===== config.mk =====
export PLATFORM = sky130hd
export DESIGN_NAME = rs_encoder_stream
export DESIGN_NICKNAME = d
export VERILOG_FILES = /design/src/rtl/rs_encoder_stream.sv
export SDC_FILE = /design/constraint.sdc
export NUM_CORES = 1
export LEC_CHECK = 0
export CAP_MARGIN = 20
export CELL_PAD_IN_SITES_DETAIL_PLACEMENT = 1
export CELL_PAD_IN_SITES_GLOBAL_PLACEMENT = 2
export CORE_MARGIN = 2
export CORE_UTILIZATION = 25
export CTS_CLUSTER_SIZE = 12
export DETAILED_ROUTE_END_ITERATION = 10
export PLACE_DENSITY = 0.61
export SLEW_MARGIN = 10
export SYNTH_ARGS = -nofsm -noshare
export SYNTH_HDL_FRONTEND = slang
export SYNTH_SLANG_ARGS = --single-unit

===== constraint.sdc =====
create_clock -name clk -period 2.5 [get_ports clk]
set_clock_uncertainty 0.05 [all_clocks]
set_input_delay 0.5 -clock clk [delete_from_list [all_inputs] [get_ports clk]]
set_output_delay 0.5 -clock clk [all_outputs]
set_load 0.02 [all_outputs]

===== src/rtl/rs_encoder_stream.sv =====
// Streaming systematic RS encoder; RS_ENC_SHORTEN_EN allows in_last to end a block early.
// Latency: an accepted symbol is on out_data after that edge; parity follows back to back.
// Backpressure: out_ready=0 freezes the output register, FSM, counters and LFSR.
module rs_encoder_stream #(
    parameter int          M         = 8,
    parameter int          T         = 16,
    parameter int          K         = 223,
    parameter int unsigned PRIM_POLY = 'h11D,
    parameter int          FCR       = 0
) (
    input  logic         clk,
    input  logic         rst,
    input  logic [M-1:0] in_data,
    input  logic         in_valid,
    input  logic         in_last,
    output logic         in_ready,
    output logic [M-1:0] out_data,
    output logic         out_valid,
    output logic         out_sop,
    output logic         out_eop,
    input  logic         out_ready,
    output logic         len_err,
    output logic         busy
);
    localparam int NP = 2 * T;
    localparam int CW = $clog2(K + 1);
    localparam int PW = $clog2(NP);
    localparam logic [M-1:0] PRED = M'(PRIM_POLY);

    typedef logic [NP-1:0][M-1:0] par_t;
    typedef enum logic {MSG, PAR} state_t;

    function automatic logic [M-1:0] xtime(input logic [M-1:0] a);
        return a[M-1] ? ((a << 1) ^ PRED) : (a << 1);
    endfunction

    function automatic logic [M-1:0] gf_mul(input logic [M-1:0] a, input logic [M-1:0] b);
        logic [M-1:0] p;
        logic [M-1:0] x;
        p = '0;
        x = a;
        for (int i = 0; i < M; i++) begin
            if (b[i]) p = p ^ x;
            x = xtime(x);
        end
        return p;
    endfunction

    // Monic generator, expanded one root at a time; the x^2T term is implicit.
    function automatic par_t gen_poly();
        logic [NP:0][M-1:0] g;
        logic [M-1:0]       root;
        g    = '0;
        g[0] = M'(1);
        root = M'(1);
        for (int e = 0; e < FCR; e++) root = xtime(root);
        for (int i = 0; i < NP; i++) begin
            for (int j = NP; j >= 1; j--) g[j] = g[j-1] ^ gf_mul(g[j], root);
            g[0] = gf_mul(g[0], root);
            root = xtime(root);
        end
        return g[NP-1:0];
    endfunction

    localparam par_t GEN = gen_poly();

    state_t        state_q, state_d;
    logic [CW-1:0] count_q;
    logic [PW-1:0] pcnt_q;
    par_t          r_q, r_msg, r_par;
    logic          load, accept, k_hit, blk_end, par_end, len_bad;
    logic [M-1:0]  fb;

    always_comb begin
        load     = !out_valid || out_ready;
        in_ready = rst && (state_q == MSG) && load;
        accept   = in_valid && in_ready;
        k_hit    = (count_q == CW'(K - 1));
`ifdef RS_ENC_SHORTEN_EN
        blk_end  = accept && (in_last || k_hit);
        len_bad  = accept && k_hit && !in_last;
`else
        // Fixed length: in_last must coincide exactly with the K-th symbol.
        blk_end  = accept && k_hit;
        len_bad  = accept && (k_hit != in_last);
`endif
        par_end  = (state_q == PAR) && load && (pcnt_q == PW'(NP - 1));

        state_d = state_q;
        case (state_q)
            MSG: if (blk_end) state_d = PAR;
            PAR: if (par_end) state_d = MSG;
        endcase

        fb       = in_data ^ r_q[NP-1];
        r_msg[0] = gf_mul(fb, GEN[0]);
        r_par[0] = '0;
        for (int i = 1; i < NP; i++) begin
            r_msg[i] = r_q[i-1] ^ gf_mul(fb, GEN[i]);
            r_par[i] = r_q[i-1];
        end
    end

    assign busy = (count_q != '0) || (state_q == PAR);

    always_ff @(posedge clk or negedge rst) begin
        if (!rst) begin
            state_q   <= MSG;
            count_q   <= '0;
            pcnt_q    <= '0;
            r_q       <= '0;
            out_data  <= '0;
            out_valid <= 1'b0;
            out_sop   <= 1'b0;
            out_eop   <= 1'b0;
            len_err   <= 1'b0;
        end else begin
            state_q <= state_d;
            len_err <= len_bad;
            if (accept) begin
                out_data  <= in_data;
                out_valid <= 1'b1;
                out_sop   <= (count_q == '0);
                out_eop   <= 1'b0;
                r_q       <= r_msg;
                count_q   <= blk_end ? '0 : count_q + 1'b1;
            end else if ((state_q == PAR) && load) begin
                // Shifting zeros in leaves the LFSR clear for the next block.
                out_data  <= r_q[NP-1];
                out_valid <= 1'b1;
                out_sop   <= 1'b0;
                out_eop   <= par_end;
                r_q       <= r_par;
                pcnt_q    <= par_end ? '0 : pcnt_q + 1'b1;
            end else if (load) begin
                out_valid <= 1'b0;
                out_sop   <= 1'b0;
                out_eop   <= 1'b0;
            end
        end
    end
endmodule


# Word-level counts from Yosys, hierarchy flattened
# Cells that the tools add are included.
# totals
inputBits	13
ff_bits	282
wordCells	182
out_inout_bits	14
# classes
n_addsub	2
mux	23
eq_ne	3
n_reduce_logical	15
bitwise	99
# ops
cell	n
XOR 8 bit	90
two-way mux 256 bit	2
two-way mux 5 bit	8
NOT 4 bit	7
two-way mux 8 bit	3
two-way mux 1 bit	9
adder 8 x 1 -> 8 bit, second input constant	1
== test 8 bit, second input constant	1
logical NOT 8 bit	1
nonzero test 8 bit	1
logical AND 1 bit	7
adder 5 x 1 -> 5 bit, second input constant	1
== test 5 bit, second input constant	1
nonzero test 3 bit	1
logical OR 1 bit	2
NOT 1 bit	2
one-hot mux 1 bit (2 select lines)	1
AND reduction 2 bit	1
nonzero test 2 bit	1
logical NOT 1 bit	1
inequality test 1 bit	1

# Longest topological paths before layout
# Gate-level depths: netlist of run 1.
# depth
ltp_word	18
ltp_mapped	9
ltp_nobuf	7

# Worst setup path after synthesis of run 1
# No wires, ideal clock.
# synth_timing
kind	input-to-reg
startpoint	input in_data[4]
endpoint	register r_q, in the netlist r_par[111]
n_path_buf	2
setup_time_ps	126
stages	8
arrival_time_ps	2434
required_time_ps	2324
slack_ps	-110
cell_sequence	xnor2_1 > buf_4 > xnor2_2 > buf_2 > xnor3_1 > nand2_1 > nor2_1 > a221o_1
# synth_between
elab_chain_cells	5
# synth_lines
item	line	rtl
start: declaration	13	input logic [M-1:0] in_data,
XOR 8 bit	95	fb = in_data ^ r_q[NP-1];
two-way mux 5 bit	34	return a[M-1] ? ((a << 1) ^ PRED) : (a << 1);
XOR 8 bit	43	if (b[i]) p = p ^ x;
XOR 8 bit	99	r_msg[i] = r_q[i-1] ^ gf_mul(fb, GEN[i]);
two-way mux 256 bit	120	if (accept) begin
end signal: assignment	125	r_q <= r_msg;
end signal: assignment	133	r_q <= r_par;
end: declaration	70	par_t r_q, r_msg, r_par;
# No other way between the ends.
# A chain may end at the register's enable or synchronous reset.

# Final worst setup path of run 1
# layout_timing
startpoint	register r_q[248] in the netlist's numbering
endpoint	register r_q, in the netlist r_par[139]
# layout_between
elab_chain_cells	9
# layout_lines
item	line
XOR 8 bit (*)	95
two-way mux 5 bit (*)	34
NOT 4 bit (no source line)	--
two-way mux 5 bit (*)	34
NOT 4 bit (no source line)	--
two-way mux 5 bit (*)	34
XOR 8 bit (*)	43
XOR 8 bit (*)	99
two-way mux 256 bit (*)	120
# Every way passes the cells marked *; elsewhere a longest branch is shown, timed or not.

==> flow_summary.json, run 1 <==
{
  "outcome": "completed",
  "grt_pass1_wl_microns": 89000,
  "yosysUniqueCellTypes": 57,
  "synth_edf_count": 0,
  "dp_hpwl_microns": 42400,
  "hold_class": "primary input to register",
  "clock_latency_ps": 550,
  "layout-drive-gt1-share": 0.253,
  "start_util": 0.252,
  "fp.dieW_microns": 253,
  "gp_congestion": 0.809,
  "yosysWarningCount": 0,
  "antenna_cells": 0,
  "max-clock-path-buffers": 3,
  "final_util": 0.335,
  "start_kind": "register",
  "max_slew_margin": 0.243,
  "critPathCaptureType": "register",
  "postSynthAreaPerCell_sq_um": 9.97,
  "synthArstFlopShare": 1.00,
  "finalWorstSetupSlack_ps": 61.6,
  "clock-sinks": 282,
  "holdPathStages": 3,
  "num_vias": 12881,
  "path_class": "register to register",
  "die-area_sq_mm": 0.0639,
  "nFillCells": 6921,
  "drc": 0,
  "grt_max_degree": 162,
  "reg2reg_depth": 8,
  "crit_fanout": 6,
  "io_pins": 27,
  "grt_usage": 0.186,
  "postRouteAntennaNets": 0,
  "r2r_end": "r_par[139]",
  "vias_per_cell": 4.93,
  "synthCells": 1553,
  "rsz0062_at_grt": "yes",
  "cts_max_level": 2,
  "finalHoldViolCount": 0,
  "cap_viol_max_count": 0,
  "clockRootBuffer": "clkbuf_16",
  "drtPass1Iterations": 5,
  "dp_slack_ps": -820,
  "min_from": "in_data[5]",
  "wire_per_inst_microns": 22.2,
  "core-area_sq_mm": 0.0615,
  "area_growth_pct": 33.1,
  "antenna_found_initial": 1,
  "fin_crit_sh": 0.975,
  "synthFlopType": "dfrtp_1",
  "synth_top_cell_by_area": "dfrtp_1",
  "overflow": 0,
  "seq_area_frac_synth": 0.456,
  "slowest_delay_ps": 450,
  "rrSetupSlack_ps": 60,
  "r2r-start": "r_q[248]",
  "final_nets": 1813,
  "arrival_ps": 2800,
  "cts_tree": "done",
  "yosys-top-cells-area": "dfrtp_1 46%, xnor2_1 8.0%, xnor3_1 5.4%, nor2_1 5.0%, nand2_1 4.7%",
  "clk_pin_slew_ps": 50,
  "grt_pass1_vias": 13738,
  "fin_crit_ps": 2440,
  "drv_slew": 0,
  "fp-row-count": 91,
  "finalSetupViolations": 0,
  "synth_fp_nets": 1571,
  "syn_area_sq_mm": 0.0155,
  "drtIter0Drc": 822,
  "port_buffers": 26,
  "whs_endpoint": "out_data[5]",
  "die_y_microns": 253,
  "fmax_mhz": 410,
  "synth_seq_cells": 282,
  "synth_top_area_frac": 0.456,
  "tightest_slew_ps": 1140,
  "setup-tns-final_ps": 0,
  "cp_slowest_cell": "dfrtp_1",
  "numCtsBuffers": 37,
  "drt_wl_total_microns": 58100,
  "crit_required_ps": 2860,
  "worstPathCellList": "xnor2_4 -> buf_12 -> buf_4 -> xnor2_4 -> buf_4 -> xor2_1 -> a21oi_1 -> a221o_1"
}
-- sequential cells by signal, summed over array words and instances, names as in the netlist --
name	flops
out_valid	1
state_q	1
out_data	8
out_eop	1
r_q	8
pcnt_q	5
out_sop	1
count_q	8
len_err	1
r_par	248
-- cells in the final DEF, fill, tap and decap left out, drive strengths merged, types with 13 or more instances in the layout --
master / count
a211o: 20
a211oi: 32
a21oi: 88
a221o: 48
buf: 281
clkbuf: 58
clkdlybuf4s50: 16
dfrtp: 282
nand2: 193
nand3: 13
nor2: 208
nor3: 20
o211ai: 24
o21ai: 106
o221a: 43
o311ai: 20
xnor2: 159
xnor3: 38
xor2: 34
-- repair_timing --
item | in CTS | in global routing
setup buffers | 9 | 5
pin swaps | 8 | 7
endpoints found under the hold margin | 6 | 0
setup endpoints to repair | 105 | 78
resized for setup | 27 | 41
hold buffers | 2 | 0
-- routing by layer --
layer | vias up | GRT usage | share of wire
li1 | 6011 | - | -
met1 | 6600 | 0.258 | 0.48
met2 | 184 | 0.301 | 0.46
met4 | 0 | 0.0527 | 0.025
met5 | - | 0 | 0
met3 | 86 | 0.0268 | 0.033
-- cell usage after synthesis (all sizes together), types with 3 or more instances --
cell type / instances
clkbuf: 83
xor2: 34
nor2b: 6
ha: 5
inv: 11
a311oi: 4
o311ai: 20
nand3: 13
buf: 21
and3: 4
or3: 8
a211o: 20
nor2: 208
a211oi: 32
o21ai: 106
nand2: 193
a22oi: 9
xnor3: 38
a21oi: 88
o211a: 5
dfrtp: 282
a221o: 48
a31oi: 10
o221a: 43
o211ai: 24
xnor2: 159
a31o: 3
o22ai: 11
nor3: 20
nand2b: 7
a21o: 7
and2: 10
-- cell families (layout without fill, tap and decap cells) --
logic type	after synthesis	count (layout)	synth area share
buffers and inverters	115	383	0.0297
adder cells (fa/ha/maj)	5	5	0.00404
AND/OR/NAND/NOR	477	477	0.126
multiplexers	2	2	0.00145
AO/OA/AOI/OAI	440	440	0.204
XOR/XNOR	232	232	0.179
flip-flops	282	282	0.456
-- worst max-delay path: cells and delay by family, from the launching register on --
family                 cells  cell delay (ps)
buffers and inverters      3              530
flip-flops                 1              450
AO/OA/AOI/OAI              2              500
XOR/XNOR                   3              760
-- final cells by class --
cell class,instances,area [sq um],area share
clock buffers,58,1100,0.0536
clock inverters,7,85.1,0.00413
inverters,11,41.3,0.00200
multi-input cells,1156,8380,0.407
flip-flops and latches,282,7060,0.343
well taps,790,988,0.0480
repair buffers,307,2940,0.143
-- worst max path at each step --
stage | from | endpoint | slack [ps]
after floorplan | in_data[5] | r_par[119] | 6
after global placement | in_data[1] | r_par[106] | -830
after detailed placement | in_data[1] | r_par[106] | -820
after CTS | r_q[251] | r_par[102] | 6
after global routing | in_data[6] | r_par[119] | -20
final | r_q[248] | r_par[139] | 60
-- through the flow --
stage | cells | instance area [sq um] | hold WS, ps
after floorplan | 1553 | 15500 | 154
after global placement | 2530 | 18900 | 257
after detailed placement | 2530 | 18900 | 257
after CTS | 2606 | 20400 | 432
after global routing | 2611 | 20600 | 346
final | 2611 | 20600 | 314
Power of run 1 is left out: the tool's default activity adds up to more than one toggle a clock period on the data nets, which glitch-free logic cannot reach.
==> inputs of run 2 (changes only) <==
clock period = 2 ns   (was 2.5 ns; I/O delays follow)
==> run 2 against run 1 <==
  * The run now ends with setup timing left
  * First-iteration DRC count rose by 5.0%
  * Setup slack got worse by 610 ps
  * Wire length rose by 24%
  * Die area did not move
  * Register-to-register slack got worse by 610 ps
  * Final area rose by 26%
  * Flip-flop and latch count did not move
  * Critical endpoint is now r_par[54]
  * Largest cell class unchanged
  * Highest routed layer unchanged
==> flow_summary.json, run 2 (same netlist as run 1, synthesis figures left out) <==
{
  "clock-sinks": 282,
  "drc": 0,
  "drtIter0Drc": 863,
  "fmax_mhz": 392,
  "fin_crit_sh": 1.27,
  "nFillCells": 6409,
  "reg2reg_depth": 11,
  "antenna_cells": 0,
  "crit_fanout": 7,
  "grt_pass1_wl_microns": 97300,
  "gp_congestion": 0.834,
  "crit_required_ps": 2390,
  "drt_wl_total_microns": 71800,
  "overflow": 0,
  "antenna_found_initial": 0,
  "worstPathCellList": "xnor2_4 -> buf_12 -> buf_12 -> buf_12 -> xor2_4 -> buf_6 -> buf_6 -> xnor3_1 -> and2_4 -> xnor2_2 -> o21ai_1",
  "grt_pass1_vias": 14853,
  "final_cell_mix": "273 x dfrtp_1, 179 x nand2_1, 165 x buf_4, 153 x nor2_1, 148 x buf_6",
  "max_slew_margin": 0.297,
  "cts_tree": "done",
  "clock_latency_ps": 580,
  "drtPass1Iterations": 6,
  "rrSetupSlack_ps": -550,
  "num_vias": 14376,
  "numCtsBuffers": 37,
  "tightest_slew_ps": 1050,
  "critPathCaptureType": "register",
  "cap_viol_max_count": 0,
  "holdPathStages": 3,
  "layout-drive-gt1-share": 0.476,
  "core-area_sq_mm": 0.0615,
  "dp_slack_ps": -1230,
  "largest_register_ffs": 248,
  "violations": "setup timing",
  "finalHoldViolCount": 0,
  "hold_class": "primary input to register",
  "arrival_ps": 2940,
  "postRouteAntennaNets": 0,
  "wire_per_inst_microns": 26.0,
  "area_growth_pct": 68.3,
  "setup-tns-final_ps": -61180,
  "finalWorstSetupSlack_ps": -548,
  "clockRootBuffer": "clkbuf_16",
  "final_common_cell": "dfrtp_1",
  "start_kind": "register",
  "slowest_delay_ps": 440,
  "fp.dieW_microns": 253,
  "final_nets": 1962,
  "dp.cells": 2544,
  "dp_hpwl_microns": 43400,
  "drv_slew": 0,
  "clk_pin_slew_ps": 70,
  "fin_cells": 2759,
  "die_y_microns": 253,
  "rsz0062_at_grt": "yes",
  "timing.hold.ws_ps": 226,
  "cp_slowest_cell": "dfrtp_2",
  "finalSetupViolations": 229,
  "die-area_sq_mm": 0.0639,
  "outcome": "finished with violations",
  "port_buffers": 26,
  "path_class": "register to register",
  "grt_max_degree": 153,
  "max-clock-path-buffers": 3,
  "crit_top_cell": "buf_12",
  "fin_crit_ps": 2550,
  "cts_max_level": 2,
  "start_util": 0.252,
  "vias_per_cell": 5.21,
  "fp-row-count": 91,
  "io_pins": 27,
  "grt_usage": 0.204
}
[run 2: final timing paths]
check / from / end
min in group asynchronous: rst / r_par[94]
hold reg to reg: r_par[182] / r_par[190]
max in group asynchronous: rst / r_par[83]
hold / removal: in_data[1] / out_data[1]
setup reg to reg: r_q[252] / r_par[54]
setup / recovery: r_q[252] / r_par[54]
[run 2: what timing repair did]
action	in CTS	in global routing
setup endpoints to repair	241	255
pin swaps	198	256
setup buffers	95	107
gates resized for setup	533	303
gates cloned	1	0
endpoints found under the hold margin	130	0
hold buffers	1	0
[run 2: critical path: cells and delay by family, from the launching register on]
kind / cells / cell delay [ps]
xor+xnor: 4 / 870
flops: 1 / 440
buf+inv: 5 / 690
compound gates: 1 / 150
simple gates: 1 / 200
[run 2: final cells by class]
type | instances | area (sq um) | share of cell area
Clock buffer | 56 | 1140 | 0.0437
Multi-Input combinational cell | 1156 | 11300 | 0.435
Timing Repair Buffer | 456 | 5400 | 0.207
Inverter | 11 | 41.3 | 0.00158
Clock inverter | 8 | 93.8 | 0.00360
Tap cell | 790 | 988 | 0.0379
Sequential cell | 282 | 7070 | 0.271
[run 2: metal layers]
layer	GRT usage	up-vias	wire [microns]	share of wire
met3	0.0296	197	2780	0.039
met2	0.344	375	35100	0.49
li1	-	6312	-	-
met4	0.0698	0	4040	0.056
met1	0.268	7492	29900	0.42
met5	0	-	0	0
[run 2: metrics by stage]
step	util	area, sq um
2_1_floorplan	-	16000
3_3_place_gp	0.314	19300
3_5_place_dp	0.314	19300
4_1_cts	0.391	24000
5_1_grt	0.424	26100
6_report	0.424	26100
Power of run 2 is left out for the same reason.
